[config.mk]
export PLATFORM = sky130hd
export DESIGN_NAME = alarm_timer
export DESIGN_NICKNAME = d
export VERILOG_FILES = /design/src/rtl/alarm_timer.sv
export SDC_FILE = /design/constraint.sdc
export NUM_CORES = 1
export LEC_CHECK = 0
export CAP_MARGIN = 5
export CORE_UTILIZATION = 40
export CTS_BUF_LIST = sky130_fd_sc_hd__clkbuf_2
export DETAILED_ROUTE_END_ITERATION = 16
export GPL_TIMING_DRIVEN = 0
export MAX_ROUTING_LAYER = met4
export SYNTH_ARGS = -nofsm -noshare
export SYNTH_HDL_FRONTEND = slang
export SYNTH_SLANG_ARGS = --single-unit
[constraint.sdc]
create_clock -name clk -period 2.14 [get_ports clk]
set_input_delay 0.428 -clock clk [delete_from_list [all_inputs] [get_ports clk]]
set_output_delay 0.428 -clock clk [all_outputs]
set_load 0.005 [all_outputs]
[src/rtl/alarm_timer.sv]
// Programmable down-counting alarm timer with a prescaled tick, auto-reload
// and a level interrupt, accessed through a small four-register CPU port.
module alarm_timer #(
  parameter int unsigned PRESCALE = 50000
) (
  input  logic        clk,
  input  logic        rst,
  input  logic        wr_en,
  input  logic        rd_en,
  input  logic [1:0]  addr,
  input  logic [15:0] wdata,
  output logic [15:0] rdata,
  output logic        irq
);

  typedef enum logic {IDLE, RUN} state_t;

  localparam logic [15:0] PCNT_MAX = 16'(PRESCALE - 1);

  state_t      state_q, state_d;
  logic [15:0] pcnt_q, pcnt_d;
  logic [15:0] load_q, load_d;
  logic [15:0] count_q, count_d;
  logic        en_q, en_d;
  logic        auto_q, auto_d;
  logic        ie_q, ie_d;
  logic        exp_q, exp_d;
  logic        irq_q, irq_d;
  logic [15:0] rdata_q, rdata_d;

  logic tick;
  logic load_wr, ctrl_wr, stat_wr;

  assign tick    = (state_q == RUN) && (pcnt_q == PCNT_MAX);
  assign load_wr = wr_en && (addr == 2'd0);
  assign ctrl_wr = wr_en && (addr == 2'd1);
  assign stat_wr = wr_en && (addr == 2'd2);

  always_comb begin
    state_d = state_q;
    pcnt_d  = pcnt_q;
    load_d  = load_q;
    count_d = count_q;
    en_d    = en_q;
    auto_d  = auto_q;
    ie_d    = ie_q;
    exp_d   = exp_q;
    irq_d   = exp_q & ie_q;
    rdata_d = rdata_q;

    // Reads see the register contents from before any same-cycle write.
    if (rd_en) begin
      case (addr)
        2'd0:    rdata_d = load_q;
        2'd1:    rdata_d = {13'd0, ie_q, auto_q, en_q};
        2'd2:    rdata_d = {15'd0, exp_q};
        default: rdata_d = count_q;
      endcase
    end

    if (state_q == RUN) begin
      pcnt_d = tick ? 16'd0 : pcnt_q + 16'd1;
    end

    // Clear first so that a simultaneous expiry below overrides it.
    if (stat_wr && wdata[0]) begin
      exp_d = 1'b0;
    end

    if (load_wr) begin
      load_d  = wdata;
      count_d = wdata;
      pcnt_d  = 16'd0;
      state_d = (en_q && (wdata != 16'd0)) ? RUN : IDLE;
    end else if (tick) begin
      if (count_q > 16'd1) begin
        count_d = count_q - 16'd1;
      end else begin
        exp_d = 1'b1;
        if (auto_q) begin
          count_d = load_q;
        end else begin
          count_d = 16'd0;
          en_d    = 1'b0;
          state_d = IDLE;
        end
      end
    end

    if (ctrl_wr) begin
      en_d   = wdata[0];
      auto_d = wdata[1];
      ie_d   = wdata[2];
      if (!wdata[0]) begin
        state_d = IDLE;
      end else if (!en_q && (count_q != 16'd0)) begin
        state_d = RUN;
        pcnt_d  = 16'd0;
      end
    end

    if (state_d == IDLE) begin
      pcnt_d = 16'd0;
    end
  end

  always_ff @(posedge clk or posedge rst) begin
    if (rst) begin
      state_q <= IDLE;
      pcnt_q  <= 16'd0;
      load_q  <= 16'd0;
      count_q <= 16'd0;
      en_q    <= 1'b0;
      auto_q  <= 1'b0;
      ie_q    <= 1'b0;
      exp_q   <= 1'b0;
      irq_q   <= 1'b0;
      rdata_q <= 16'd0;
    end else begin
      state_q <= state_d;
      pcnt_q  <= pcnt_d;
      load_q  <= load_d;
      count_q <= count_d;
      en_q    <= en_d;
      auto_q  <= auto_d;
      ie_q    <= ie_d;
      exp_q   <= exp_d;
      irq_q   <= irq_d;
      rdata_q <= rdata_d;
    end
  end

  assign rdata = rdata_q;
  assign irq   = irq_q;

endmodule
==> Word-level counts from Yosys, hierarchy flattened <==
Cells that the tools add are included.
{ "totals": {"ff_bits": 70, "latch_bits": 0, "mem_bits_rw": 0, "mem_bits_ro": 0, "input_bits": 22, "output_inout_bits": 17, "wordCells": 63, "memories": 0} }
{ "op_classes": {"add_sub_neg": 2, "n_mul": 0, "n_div": 0, "magnitude_cmp": 1, "n_eq_ne": 6, "shifts": 0, "muxes": 29, "n_bitwise": 1, "n_reduce_logical": 14} }
{ "op_table": {"columns": ["cell", "count"], "rows": [
  ["$mux W16", 11],
  ["$pmux W16 S3", 1],
  ["$reduce_bool A16 Y1", 2],
  ["$mux W1", 17],
  ["$add A16 B1 Y16 const B", 1],
  ["$eq A16 B16 Y1 const B", 1],
  ["$gt A16 B1 Y1 const B", 1],
  ["$sub A16 B1 Y16 const B", 1],
  ["$logic_and A1 B1 Y1", 7],
  ["$ne A2 B1 Y1 const B", 2],
  ["$reduce_and A4 Y1", 1],
  ["$reduce_bool A2 Y1", 2],
  ["$eq A2 B1 Y1 const B", 1],
  ["$eq A2 B2 Y1 const B", 1],
  ["$logic_not A2 Y1", 1],
  ["$ne A2 B2 Y1 const B", 1],
  ["$and A1 B1 Y1", 1],
  ["$logic_not A1 Y1", 1]
]} }

==> Logic depth before layout (Yosys ltp) <==
Gate-level depths: netlist of the first run.
{ "logic_depth": {"ltp_word": 9, "ltp_mapped": 9, "mapped_depth_nobuf": 8} }

==> Worst setup path after synthesis of the first run <==
Ideal clock, no wire load.
{ "synth_path": {"kind": "register to register", "start": "reg pcnt_q[4]", "end": "reg pcnt_q[13]", "setup_ps": 119, "t_arrival_ps": 2053, "required_ps": 2021, "path_slack_ps": -32, "stages_incl_launch_ff": 8, "path_buffers": 1, "synth_period_minus_slack_ps": 2172, "cell_sequence": "dfrtp_1 -> or4b_4 -> or4_4 -> nor4_4 -> o21ai_2 -> nand3_4 -> buf_12 -> nor2_2"} }
{ "synth_between": {"elab_chain_cells": 9, "elab_cells_between_ends": 15, "cone_classes": "add/sub (1); eq/ne (1); mux (12); reduce/logical (1)"} }
{ "synth_rtl": {"columns": ["item", "line", "source"], "rows": [
  ["start: declaration", "21", "logic [15:0] pcnt_q, pcnt_d;"],
  ["start signal: assignment", "121", "pcnt_q <= pcnt_d;"],
  ["branches (longest 8 deep; another with $add A16 B1 Y16)", null, null],
  ["$mux W16 (*)", "102", "if (state_d == IDLE) begin"],
  ["net pcnt_d[13]", "21", null]
]} }
Mark *: on every way through the listed nets, which the timed path passes.
A chain may end at the register's enable or synchronous reset.

==> Worst setup path in the final report of the first run <==
{ "layout_path": {"start": "reg pcnt_q[10]", "end": "reg pcnt_q[13]"} }
The elaborated chain is that of the path after synthesis.

==> impl_metrics.json, run 1 <==
{
  "final_net_count": 522,
  "die-width_um": 99.9,
  "path_cells": "or4_4 > or4_4 > nor4_4 > o21ai_2 > nand3_4 > clkbuf_16 > nor2_2",
  "ys_ff_latch": 70,
  "p_int_mw": 2.34,
  "finalSetupViolations": 24,
  "crit_top_cell": "or4_4",
  "status": "finished, violations left",
  "row_count": 35,
  "yosys_warnings": 0,
  "end_kind": "flip-flop",
  "grt_usage_pct": 23.5,
  "die_y_um": 99.9,
  "io_buffers": 36,
  "grt-ovfl-total": 0,
  "worstPathArrival_ns": 2.74,
  "cts_tree": "built",
  "grtUsageMet1_pct": 32.5,
  "synth_ff_type": "dfrtp_1",
  "synth_top_area_share_pct": 45.7,
  "drive_above_1_share_pct": 21.3,
  "cts_buffers": 9,
  "r2r_cells": 7,
  "vias": 3451,
  "fin_skew_ns": 0.0276,
  "fmax_mhz": 436,
  "combPwrFrac_pct": 21.4,
  "grt_pass1_wl_um": 17400,
  "pin_count": 39,
  "maxCapViolCount": 0,
  "clk_pin_slew_worst_paths_ns": 0.21,
  "min_period_ns": 2.29,
  "leakage_nw": 2.10,
  "worstReg2RegStart": "pcnt_q[10]",
  "cp.required_ns": 2.59,
  "place_area_mm2": 0.00438,
  "failed_checks": "setup timing",
  "crit_type": "reg2reg",
  "post-route-drc-count": 0,
  "fillers": 883,
  "synth_largest_area_cell": "dfrtp_1",
  "tightest_slew_ns": 0.714,
  "peakVddDrop_mv": 0.357,
  "dp_hpwl_um": 7370,
  "max-slew-margin-rel_pct": 52.4,
  "async_reset_ff_share_pct": 100,
  "final_antenna_net_count": 0,
  "grt_use_met3_pct": 3.34,
  "critPathLaunchType": "flip-flop",
  "setup_slack_ns": -0.152,
  "switching_power_mw": 1.06,
  "ff2ff_setup_slack_ns": -0.15,
  "cpPeakStageDelay_ns": 0.58,
  "final_area_mm2": 0.00498,
  "synth-edff-count": 0,
  "cts_root_buf": "clkbuf_2",
  "syn_to_final_growth_pct": 29.8,
  "htree_levels": 3,
  "critPathMaxFanout": 5,
  "register_area_mm2": 0.00176,
  "swShare_pct": 31.2,
  "rr_endpoint": "pcnt_q[13]",
  "holdBufCountCts": 0,
  "fin_crit_sh_pct": 107,
  "place_ws_ns": -0.621,
  "clock_latency_ns": 0.52,
  "dr.pass1.iters": 5,
  "p_seq_share_pct": 48.6,
  "grt_start_max_net_pins": 41,
  "synth_cells": 422,
  "antenna_found_initial": 0,
  "critPathSlowestCell": "or4_4",
  "layout_commonest_cell": "nand2_1",
  "drt_iter0_drc": 205,
  "synth_area_mm2": 0.00383,
  "synth_nets": 447,
  "initial_utilization_pct": 41.3,
  "holdCritPathClass": "in2async",
  "drv_slew": 0,
  "gp_congestion": 0.919,
  "cts.sinks": 70,
  "core_area_mm2": 0.00928,
  "pwr-share-clk_pct": 30.0,
  "ys_types": 56,
  "final_cell_mix": "nand2_1 (77), dfrtp_1 (66), nor2_1 (46)",
  "rsz0062_at_grt": "yes",
  "viasPerCell": 5.47,
  "grt-busiest-layer": "met2",
  "synth_area_per_cell_um2": 9.09,
  "cts_buffer_depth": 2,
  "wl_per_cell_um": 17.4,
  "die_area_mm2": 0.00998,
  "gr-usage-met2_pct": 35.4,
  "power.density_mw_per_mm2": 684,
  "finalHoldViolCount": 0,
  "synth.area.top_cells": "dfrtp_1 (46%), nand2_1 (7.6%), nor2_1 (4.7%)",
  "multi_input_area_mm2": 0.00208,
  "finalWirelength_um": 11000,
  "grt_pass1_vias": 3287,
  "yosysSeqAreaShare_pct": 45.7,
  "antenna_cells": 0
}
stage by stage:
step           setup TNS, ns  instances  util, %  total power, mW  hold WS, ns
3_5_place_dp          -14.33        588     47.2             2.30        0.488
4_1_cts                -3.30        618     51.0             3.34        0.317
5_1_grt                -4.48        631     53.6             3.57        0.346
3_3_place_gp          -14.11        587     47.0             2.28        0.485
2_1_floorplan         -0.289        422        -             2.02        0.455
6_report               -2.32        631     53.6             3.40        0.319
routing by layer:
layer | routed length [µm] | part of all wire, % | vias to the layer above
met3 | 615 | 5.6 | 20
met1 | 5250 | 48 | 1675
met5 | 0 | 0 | -
met2 | 4900 | 45 | 101
met4 | 204 | 1.9 | 0
li1 | - | - | 1655
timing repair:
item	in CTS	in global routing
hold endpoints to repair	0	0
setup buffers	14	11
setup endpoints to repair	44	35
gates resized for setup	22	25
gates cloned	0	2
pin swaps	14	19
logic make-up after synthesis:
kind of cell,synth area share [%]
compound gates,15.4
xor+xnor,4.80
fa+ha+maj,0.979
buf+inv,3.52
flops,45.7
mux,2.06
simple gates,27.6
Yosys cell counts (all sizes together) (2+ instances only):
master  instances
nand2          78
dfrtp          70
nor2           58
a21oi          31
a22oi          17
clkbuf         16
xor2           14
nor4           11
nand4          10
nand3           9
buf             8
o21ai           7
o31ai           7
xnor2           7
nor2b           6
a311oi          5
and3            5
inv             5
mux2            5
nor3            5
o211ai          4
or3             4
or4             4
a31oi           3
and2            3
ha              3
nand4b          3
o21a            3
a211oi          2
nand2b          2
nor3b           2
o211a           2
or2             2
area by class of cell:
| type | instances | share of cell area [%] |
|---|---|---|
| Buffer | 24 | 2.89 |
| Clock buffer | 10 | 1.01 |
| Clock inverter | 6 | 2.21 |
| Inverter | 5 | 0.452 |
| Multi-Input combinational cell | 323 | 41.9 |
| Sequential cell | 70 | 35.3 |
| Tap cell | 129 | 3.24 |
| Timing Repair Buffer | 64 | 13.0 |
sequential cells by signal (all words and copies together), names as in the netlist:
register	count
rdata	16
ie_q	1
load_q	16
en_q	1
exp_q	1
pcnt_q	16
count_q	16
irq	1
state_q	1
auto_q	1
power groups by stage:
stage	clock network, mW	registers (mW)	logic [mW]
after global routing	1.08	1.68	0.803
after floorplan	0	1.62	0.405
final	1.02	1.65	0.728
after global placement	0	1.65	0.627
after detailed placement	0	1.66	0.639
after CTS	1.03	1.64	0.666
how the worst max path moves through the flow:
stage                           from    endpoint  slack (ns)  cells after the start
after detailed placement     addr[0]  count_q[2]       -0.62                      8
after global placement       addr[0]  count_q[2]       -0.60                      8
after CTS                 pcnt_q[10]  count_q[7]       -0.18                      7
final                     pcnt_q[10]  pcnt_q[13]       -0.15                      7
after global routing      pcnt_q[10]   pcnt_q[0]       -0.20                      7
after floorplan            pcnt_q[7]  pcnt_q[13]       -0.03                      7
critical path: cells and delay by family, from the launching register on:
family | cells | cell delay (ns)
DFF | 1 | 0.46
and+or+nand+nor | 5 | 1.47
AOI/OAI and AO/OA | 1 | 0.12
buffers and inverters | 1 | 0.17
Note: power is estimated with default switching activity, not from simulation.
==> run 2: changes to the inputs <==
--- a/config.mk
+++ b/config.mk
@@ -11,6 +11,7 @@
 export DETAILED_ROUTE_END_ITERATION = 16
 export GPL_TIMING_DRIVEN = 0
 export MAX_ROUTING_LAYER = met4
+export SLEW_MARGIN = 20
 export SYNTH_ARGS = -nofsm -noshare
 export SYNTH_HDL_FRONTEND = slang
 export SYNTH_SLANG_ARGS = --single-unit
==> run 2 against run 1 <==
Net effect:
- the flow still finishes with violations (setup timing)
- combinational power hardly changed
- total power down 6.7%
- final area up 0.85%
- clock power is 23% lower
- wire length increased by 4.7%
- sequential power about the same
- fmax rose by 0.65%
- first-iteration DRC count rose by 21%
- largest cell class unchanged
- highest routed layer unchanged
==> impl_metrics.json, run 2 (same netlist as run 1, synthesis figures left out) <==
{
  "status": "finished, violations left",
  "failed_checks": "setup timing",
  "syn_to_final_growth_pct": 30.9,
  "row_count": 35,
  "finalWirelength_um": 11500,
  "grt_pass1_vias": 3403,
  "core_area_mm2": 0.00928,
  "dp.cells": 589,
  "viasPerCell": 5.61,
  "fmax_mhz": 439,
  "grt_pass1_wl_um": 17700,
  "crit_type": "reg2reg",
  "dp_hpwl_um": 7370,
  "grt-ovfl-total": 0,
  "ff2ff_setup_slack_ns": -0.14,
  "gr-usage-met2_pct": 35.9,
  "finalSetupViolations": 19,
  "peakVddDrop_mv": 0.229,
  "rsz0062_at_grt": "yes",
  "antenna_found_initial": 0,
  "worstReg2RegStart": "pcnt_q[11]",
  "cp.required_ns": 2.60,
  "vias": 3562,
  "dr.pass1.iters": 5,
  "pin_count": 39,
  "setup_slack_ns": -0.138,
  "finalHoldViolCount": 0,
  "drv_slew": 0,
  "wl_per_cell_um": 18.1,
  "path_cells": "or4_4 > or4_4 > nor4_4 > o21ai_2 > nand3_4 > buf_12 > nor2_2",
  "die_y_um": 99.9,
  "final_cell_count_no_fill": 635,
  "final_cell_mix": "nand2_1 (77), dfrtp_1 (64), nor2_1 (43)",
  "cts.sinks": 70,
  "cts_buffers": 9,
  "worstSetupEndpoint": "pcnt_q[13]",
  "grt_start_max_net_pins": 32,
  "grt_usage_pct": 24.1,
  "end_kind": "flip-flop",
  "holdCritPathClass": "in2async",
  "clk_pin_slew_worst_paths_ns": 0.21,
  "startpoint": "pcnt_q[11]",
  "max-slew-margin-rel_pct": 52.2,
  "post-route-drc-count": 0,
  "initial_utilization_pct": 41.3,
  "r2r_cells": 7,
  "drt_iter0_drc": 248,
  "crit_top_cell": "or4_4",
  "htree_levels": 3,
  "tightest_slew_ns": 0.717,
  "fin_skew_ns": 0.0364,
  "cts_tree": "built",
  "io_buffers": 36,
  "critPathSlowestCell": "or4_4",
  "die-width_um": 99.9,
  "grtUsageMet1_pct": 32.7,
  "drive_above_1_share_pct": 23.7,
  "fillers": 864,
  "cpPeakStageDelay_ns": 0.59,
  "final_antenna_net_count": 0,
  "worstPathArrival_ns": 2.73,
  "grt_use_met3_pct": 4.04,
  "fin_crit_sh_pct": 106,
  "critPathLaunchType": "flip-flop",
  "grt-busiest-layer": "met2",
  "die_area_mm2": 0.00998,
  "gp_congestion": 0.919,
  "maxCapViolCount": 0,
  "cts_root_buf": "clkbuf_2",
  "cts_buffer_depth": 2,
  "leakage_nw": 2.09,
  "antenna_cells": 0,
  "place_ws_ns": -0.597,
  "critPathMaxFanout": 10,
  "power.density_mw_per_mm2": 633,
  "final_net_count": 526,
  "totalPowerFinal_mw": 3.18,
  "layout_commonest_cell": "nand2_1",
  "min_period_ns": 2.28,
  "clock_latency_ns": 0.54,
  "rr_endpoint": "pcnt_q[13]"
}
[run 2: changes by cell type in the layout (fill, tap and decap cells not counted), moves of 2 or more]
cell / before / now
a21oi_1: 29 / 25
buf_6: 7 / 10
nor2_1: 46 / 43
a21oi_2: 2 / 4
a21oi_4: 0 / 2
buf_4: 21 / 23
bufinv_16: 3 / 1
dfrtp_1: 66 / 64
dfrtp_2: 4 / 6
nor2_2: 11 / 13
[run 2: timing repair]
action | CTS | global route
pin swaps | 14 | 16
gates resized for setup | 19 | 46
cloned | 0 | 1
endpoints found under the hold margin | 0 | 0
buffers inserted | 16 | 13
hold buffers | 0 | 0
endpoints found under the setup margin | 39 | 35
[run 2: cell type report]
cell class | instances | area, µm² | share of cell area, %
clock buffers | 10 | 50.0 | 0.997
plain buffers | 24 | 144 | 2.87
clock inverters | 6 | 62.6 | 1.25
flip-flops and latches | 70 | 1760 | 35.0
well taps | 129 | 161 | 3.22
repair buffers | 68 | 681 | 13.6
inverters | 5 | 22.5 | 0.449
multi-input cells | 323 | 2140 | 42.6
[run 2: worst max-delay path: cells and delay by family (launching register included)]
kind	cells	cell delay (ns)
buf+inv	1	0.15
compound gates	1	0.11
flops	1	0.43
simple gates	5	1.51
[run 2: power breakdown]
| part | switching, mW | leakage, nW | internal, mW | total, mW |
|---|---|---|---|---|
| Clock | 0.515 | 0.0656 | 0.269 | 0.785 |
| Combinational | 0.372 | 1.16 | 0.355 | 0.728 |
| Sequential | 0.186 | 0.871 | 1.48 | 1.66 |
| Total | 1.07 | 2.09 | 2.10 | 3.18 |
[run 2: metal layers]
layer  vias up  wire length, µm
met5         -                0
li1       1663                -
met3        29              770
met2       157             5260
met1      1713             5200
met4         0              248
[run 2: how the worst min path moves through the flow]
stage               from        end  slack [ns]  cells after the start
2_1_floorplan      exp_q      exp_q        0.46                      2
3_3_place_gp   load_q[3]  load_q[3]        0.48                      2
3_5_place_dp   load_q[5]  load_q[5]        0.49                      2
4_1_cts              rst   rdata[0]        0.22                      2
5_1_grt              rst  pcnt_q[0]        0.23                      2
6_report             rst   rdata[0]        0.22                      2
[run 2: through the flow]
stage	area, µm²	setup TNS, ns	hold WS (ns)	utilization, %
4_1_cts	4730	-1.72	0.222	51.0
6_report	5020	-1.85	0.218	54.1
3_3_place_gp	4360	-14.11	0.485	47.0
5_1_grt	5020	-3.86	0.228	54.1
3_5_place_dp	4410	-14.19	0.488	47.5
2_1_floorplan	3840	-0.289	0.455	-
==> run 3: changes to the inputs <==
--- a/config.mk
+++ b/config.mk
@@ -9,6 +9,7 @@
 export CORE_UTILIZATION = 40
 export CTS_BUF_LIST = sky130_fd_sc_hd__clkbuf_2
 export DETAILED_ROUTE_END_ITERATION = 16
+export GPL_ROUTABILITY_DRIVEN = 1
 export GPL_TIMING_DRIVEN = 0
 export MAX_ROUTING_LAYER = met4
 export SLEW_MARGIN = 20
==> results of run 3 <==
Same layout as run 2: the final DEF is identical, and so are final timing and power.
